<file path="src/rtl/ps2_mouse_tracker.sv">
// PS/2 mouse receiver: filters and deserialises mouse frames, assembles
// 3-byte stream packets and accumulates a cursor clamped to 640x480.
// Ports: clk_100MHz, reset_n (async low), ps2_clk/ps2_data (async in),
//   xm/ym cursor, btn_l/btn_r/btn_m, pkt_valid and err 1-cycle pulses.
// Define PS2_ACCEL_EN to double per-axis deltas larger than ACCEL_THR.
module ps2_mouse_tracker #(
  parameter int FILTER_LEN  = 8,
  parameter int TIMEOUT_CYC = 25000,
  parameter int H_MAX       = 639,
  parameter int V_MAX       = 479,
  parameter int X_RESET     = 320,
  parameter int Y_RESET     = 240,
  parameter int ACCEL_THR   = 16
) (
  input  logic       clk_100MHz,
  input  logic       reset_n,
  input  logic       ps2_clk,
  input  logic       ps2_data,
  output logic [9:0] xm,
  output logic [9:0] ym,
  output logic       btn_l,
  output logic       btn_r,
  output logic       btn_m,
  output logic       pkt_valid,
  output logic       err
);

  localparam int FW = $clog2(FILTER_LEN + 1);
  localparam int TW = $clog2(TIMEOUT_CYC + 1);
  localparam logic signed [11:0] HMAX = 12'(H_MAX);
  localparam logic signed [11:0] VMAX = 12'(V_MAX);

  typedef enum logic [1:0] {
    F_IDLE,
    F_SHIFT,
    F_CHECK
  } fstate_t;

  typedef enum logic [1:0] {
    P_B0,
    P_B1,
    P_B2
  } pstate_t;

  // synchronisers idle high like the bus
  logic c_s1_q, c_s2_q, d_s1_q, d_s2_q;

  logic [FW-1:0] flt_cnt_q, flt_cnt_d;
  logic          clk_f_q, clk_f_d;
  logic          fall;

  fstate_t       fst_q, fst_d;
  logic [3:0]    bit_cnt_q, bit_cnt_d;
  logic [9:0]    shreg_q, shreg_d;
  logic [TW-1:0] tmo_q, tmo_d;
  logic          byte_rdy, frame_err;

  pstate_t       pst_q, pst_d;
  // b0 kept without the always-one bit:
  // {yovf,xovf,ysign,xsign,mid,right,left}
  logic [6:0]    b0_q, b0_d;
  logic [7:0]    b1_q, b1_d;
  logic [7:0]    b2_q, b2_d;
  logic          go_q, go_d;

  logic [9:0]    xm_q, xm_d, ym_q, ym_d;
  logic [2:0]    btn_q, btn_d;
  logic          pv_q, pv_d, err_q, err_d;

  logic signed [11:0] dx, dy, nx, ny;

  function automatic logic signed [11:0] accel(
    input logic signed [11:0] d
  );
`ifdef PS2_ACCEL_EN
    logic signed [11:0] thr;
    thr = 12'(ACCEL_THR);
    if (d > thr || d < -thr) return d <<< 1;
    return d;
`else
    return d;
`endif
  endfunction

  function automatic logic [9:0] clamp(
    input logic signed [11:0] v,
    input logic signed [11:0] mx
  );
    if (v < 0) return '0;
    if (v > mx) return mx[9:0];
    return v[9:0];
  endfunction

  always_ff @(posedge clk_100MHz or negedge reset_n) begin
    if (!reset_n) begin
      c_s1_q <= 1'b1;
      c_s2_q <= 1'b1;
      d_s1_q <= 1'b1;
      d_s2_q <= 1'b1;
    end else begin
      c_s1_q <= ps2_clk;
      c_s2_q <= c_s1_q;
      d_s1_q <= ps2_data;
      d_s2_q <= d_s1_q;
    end
  end

  // level flips only after FILTER_LEN consecutive differing samples
  always_comb begin
    flt_cnt_d = '0;
    clk_f_d   = clk_f_q;
    fall      = 1'b0;
    if (c_s2_q != clk_f_q) begin
      if (flt_cnt_q == FW'(FILTER_LEN - 1)) begin
        clk_f_d = c_s2_q;
        fall    = clk_f_q;
      end else begin
        flt_cnt_d = flt_cnt_q + FW'(1);
      end
    end
  end

  // shreg fills LSB first: [7:0] data, [8] parity, [9] stop
  always_comb begin
    fst_d     = fst_q;
    bit_cnt_d = bit_cnt_q;
    shreg_d   = shreg_q;
    tmo_d     = '0;
    byte_rdy  = 1'b0;
    frame_err = 1'b0;
    unique case (fst_q)
      F_IDLE: begin
        if (fall && !d_s2_q) begin
          fst_d     = F_SHIFT;
          bit_cnt_d = '0;
        end
      end
      F_SHIFT: begin
        if (fall) begin
          shreg_d   = {d_s2_q, shreg_q[9:1]};
          bit_cnt_d = bit_cnt_q + 4'd1;
          if (bit_cnt_q == 4'd9) fst_d = F_CHECK;
        end else if (tmo_q == TW'(TIMEOUT_CYC - 1)) begin
          frame_err = 1'b1;
          fst_d     = F_IDLE;
        end else begin
          tmo_d = tmo_q + TW'(1);
        end
      end
      F_CHECK: begin
        fst_d = F_IDLE;
        if ((^shreg_q[8:0]) && shreg_q[9]) byte_rdy = 1'b1;
        else frame_err = 1'b1;
      end
      default: fst_d = F_IDLE;
    endcase
  end

  always_comb begin
    pst_d = pst_q;
    b0_d  = b0_q;
    b1_d  = b1_q;
    b2_d  = b2_q;
    go_d  = 1'b0;
    if (frame_err) begin
      pst_d = P_B0;
    end else if (byte_rdy) begin
      unique case (pst_q)
        P_B0: begin
          // bit3 clear means we are out of step: drop it
          if (shreg_q[3]) begin
            b0_d  = {shreg_q[7:4], shreg_q[2:0]};
            pst_d = P_B1;
          end
        end
        P_B1: begin
          b1_d  = shreg_q[7:0];
          pst_d = P_B2;
        end
        P_B2: begin
          b2_d  = shreg_q[7:0];
          go_d  = 1'b1;
          pst_d = P_B0;
        end
        default: pst_d = P_B0;
      endcase
    end
  end

  always_comb begin
    dx = b0_q[5] ? 12'sd0 : accel({{3{b0_q[3]}}, b0_q[3], b1_q});
    dy = b0_q[6] ? 12'sd0 : accel({{3{b0_q[4]}}, b0_q[4], b2_q});
    nx = $signed({2'b00, xm_q}) + dx;
    // PS/2 reports y up-positive, screen y grows downwards
    ny = $signed({2'b00, ym_q}) - dy;
    xm_d  = xm_q;
    ym_d  = ym_q;
    btn_d = btn_q;
    pv_d  = go_q;
    err_d = frame_err;
    if (go_q) begin
      xm_d  = clamp(nx, HMAX);
      ym_d  = clamp(ny, VMAX);
      btn_d = b0_q[2:0];
    end
  end

  always_ff @(posedge clk_100MHz or negedge reset_n) begin
    if (!reset_n) begin
      flt_cnt_q <= '0;
      clk_f_q   <= 1'b1;
      fst_q     <= F_IDLE;
      bit_cnt_q <= '0;
      shreg_q   <= '0;
      tmo_q     <= '0;
      pst_q     <= P_B0;
      b0_q      <= '0;
      b1_q      <= '0;
      b2_q      <= '0;
      go_q      <= 1'b0;
      xm_q      <= 10'(X_RESET);
      ym_q      <= 10'(Y_RESET);
      btn_q     <= '0;
      pv_q      <= 1'b0;
      err_q     <= 1'b0;
    end else begin
      flt_cnt_q <= flt_cnt_d;
      clk_f_q   <= clk_f_d;
      fst_q     <= fst_d;
      bit_cnt_q <= bit_cnt_d;
      shreg_q   <= shreg_d;
      tmo_q     <= tmo_d;
      pst_q     <= pst_d;
      b0_q      <= b0_d;
      b1_q      <= b1_d;
      b2_q      <= b2_d;
      go_q      <= go_d;
      xm_q      <= xm_d;
      ym_q      <= ym_d;
      btn_q     <= btn_d;
      pv_q      <= pv_d;
      err_q     <= err_d;
    end
  end

  assign xm        = xm_q;
  assign ym        = ym_q;
  assign btn_l     = btn_q[0];
  assign btn_r     = btn_q[1];
  assign btn_m     = btn_q[2];
  assign pkt_valid = pv_q;
  assign err       = err_q;

endmodule

</file>
<file path="config.mk">
export PLATFORM = sky130hd
export DESIGN_NAME = ps2_mouse_tracker
export DESIGN_NICKNAME = d
export VERILOG_FILES = /design/src/rtl/ps2_mouse_tracker.sv
export SDC_FILE = /design/constraint.sdc
export NUM_CORES = 1
export LEC_CHECK = 0
export BUFFER_PORTS_ARGS = -buffer_cell sky130_fd_sc_hd__buf_2
export CAP_MARGIN = 5
export CORE_MARGIN = 1
export CORE_UTILIZATION = 55
export DETAILED_ROUTE_END_ITERATION = 10
export PLACE_DENSITY = 0.73
export SLEW_MARGIN = 20
export SYNTH_ARGS = -nofsm -noshare
export SYNTH_HDL_FRONTEND = slang
export SYNTH_SLANG_ARGS = --single-unit
</file>
<file path="constraint.sdc">
create_clock -name clk_100MHz -period 5.3 [get_ports clk_100MHz]
set_clock_uncertainty 0.05 [all_clocks]
set_input_delay 0.53 -clock clk_100MHz [delete_from_list [all_inputs] [get_ports clk_100MHz]]
set_output_delay 0.53 -clock clk_100MHz [all_outputs]
set_load 0.05 [all_outputs]
</file>
==> results.yml <==
run_status:
  outcome: "complete, but fails checks"
  violations: "design-rule violations"
drt:
  dr.max_layer_used: "met4"
  drtPass1Iterations: 7
  postRouteAntennaNets: 0
  wl_met1_mm: 4.511
  drt_iter0_markers: 168
  routed_wl_mm: 9.146
  via_per_inst: 5.701
  wl_met3_um: 275
  wl_met2_mm: 4.228
  detailroute.via_count: 3506
  wire_per_inst_um: 14.87
  drc: 7
cts:
  cts_tree: "built"
  cts-root-buf: "clkbuf_8"
  cts_buffers: 9
  path_clk_slew_ps: 90
  hold_buffers: 0
  clkLatencyLatePin_ps: 360
  cts_buffer_depth: 2
  cts_resized: 0
  htreeDepth: 3
  clkSinkCount: 91
  postCtsSetupBuffers: 0
grt:
  first_global_vias: 3486
  grt_pass1_wl_mm: 16.05
  antenna_found_initial: 0
  grt_max_degree: 67
  grt_overflow: 0
  grt.total_usage_pct: 20.86
place:
  hpwl_mm: 6.665
  gp_congestion: 0.8286
  postPlaceCellArea_um2: 5283
  port_buffers: 28
floorplan:
  rows: 34
  dieArea_um2: 9552
  io_pins: 29
  dieHeight_um: 97.74
  start_util_pct: 57.25
  die_x_um: 97.74
  core_um2: 8806
timing:
  finalSetupViolCount: 0
  period_needed_ps: 3174
  slew_violations: 0
  finalHoldViolations: 0
  relSlewSlack_pct: 45.67
  post-route-period-util_pct: 59.89
  rsz0062_at_grt: "false"
  setup_tns_ps: 0
  tightest_slew_ps: 813.3
  max_clock_freq_ghz: 0.3150
worst_setup_path:
  worstPathCellList: "nor2b_1 -> ha_1 -> a21o_1 -> and2_1 -> a31oi_1 -> nor2b_1 -> xnor2_1 -> nand2_1 -> o221a_1"
  cpMaxStageDelayCell: "nor2b_1"
  cp_max_fo: 12
  cpPeakStageDelay_ps: 670
  crit_arrival_ps: 3370
  crit_start: "b0_q[5]"
  worstPathRequired_ps: 5490
  cpMostUsedCell: "nor2b_1"
  path_class: "reg2reg"
  cp-start-kind: "flip-flop"
  r2r_start: "b0_q[5]"
  cp-end-kind: "flip-flop"
synth:
  synth.avg_cell_area_um2: 10.75
  syn_area_um2: 5041
  syn-num-nets: 505
  ys_types: 69
  netlist_instances: 469
  ys_ff_latch: 91
  ys_async_sr_fraction_pct: 100.0
  ys.flop_type: "dfrtp_1"
  yosysSeqAreaShare_pct: 45.45
  ys.warnings.count: 0
  synth-edff-count: 0
final_layout:
  fin_area_um2: 5477
  layout-drive-gt1-share_pct: 16.77
  num-nets-final: 538
  finish.utilization_pct: 62.19
  diodes: 0
  nFillCells: 755
  final_cell_mix: "dfrtp_1 (80), nand2_1 (41), nor2_1 (30), ha_1 (30), xnor2_1 (28)"
  final_common_cell: "dfrtp_1"
  area.growth.synth_to_final_pct: 8.637
pwr:
  power.leakage_nw: 2.593
  vdd_drop_max_mv: 0.1744
  power_density_nw_per_um2: 225.3
job:
  timing.max_cap.violations: 0
min_path:
  hold_path.class: "in2async"
## worst max-delay path, delay by kind of cell (launching register included)
kind	cells	cell delay, ps
AOI/OAI and AO/OA	3	670
and+or+nand+nor	4	1300
xor gates and xnor gates	1	170
DFF	1	480
adders and majority gates	1	400
## layer usage
metal	GRT usage [%]	vias to the layer above
met5	0	-
met4	8.042	0
met3	2.863	10
met2	33.61	50
met1	28.86	1717
li1	-	1729
## state kept, by name, indices dropped and copies added, names as in the netlist, 2 cells and up
register   cells
xm            10
btn_q          3
tmo_q         15
bit_cnt_q      4
shreg_q       10
b0_q           7
fst_q          2
pst_q          2
b1_q           8
flt_cnt_q      4
b2_q           8
ym            10
## path summary, 6_finish.rpt
kind                            cells past startpoint  endpoint  slack [ps]
worst max register to register                      9     xm[4]        2130
worst max-delay path                                9     xm[4]        2130
worst min register to register                      0    d_s2_q         310
worst min-delay path                                1     ym[0]           8
min in group clk_100MHz                             1    d_s1_q         220
max in group asynchronous                           2       err        4050
## metrics by stage
stage               instances  power [mW]  hold slack [ps]  worst slack, ps
finish                    615       1.234            8.385             2126
global route              615       1.279            32.88             1851
CTS                       615       1.248            17.90             2097
detailed placement        599      0.7819            296.8             2122
global placement          599      0.7777            296.0             2272
floorplan                 469      0.7577            184.4             2675
## cell usage after synthesis, drive strengths merged, types with 12 or more instances
master	n	share of area [%]
ha	30	7.4
o21ai	20	2.1
xnor2	28	4.9
nand3	15	1.7
a21oi	19	1.9
xor2	12	2.1
inv	26	1.9
dfrtp	80	40
nor2	30	2.2
nor2b	14	1.7
mux2	37	8.3
nand2	41	3.1
## logic make-up (layout without fill, tap and decap cells)
logic type               after synthesis  after routing  synth area share [%]
XOR/XNOR                              40             40                 6.950
adder cells (fa/ha/maj)               32             32                 8.240
flip-flops                            91             91                 45.45
multiplexers                          38             38                 8.464
AND/OR/NAND/NOR                      145            145                 15.07
buffers and inverters                 33             71                 2.805
AO/OA/AOI/OAI                         90             90                 13.03
## area by class of cell
type | count | area (µm²) | area share, %
clock inverters | 6 | 66.31 | 1.211
flip-flops and latches | 91 | 2291 | 41.83
repair buffers | 29 | 150.1 | 2.742
clock buffers | 10 | 127.6 | 2.330
well taps | 108 | 135.1 | 2.467
inverters | 26 | 97.59 | 1.782
multi-input cells | 345 | 2609 | 47.64
## where the power goes
group	internal, mW	switching [mW]
clock network	0.218	0.249
registers	0.712	0.0113
logic	0.0168	0.0268
total	0.946	0.288
No activity file was read; power rests on OpenSTA's default activity.
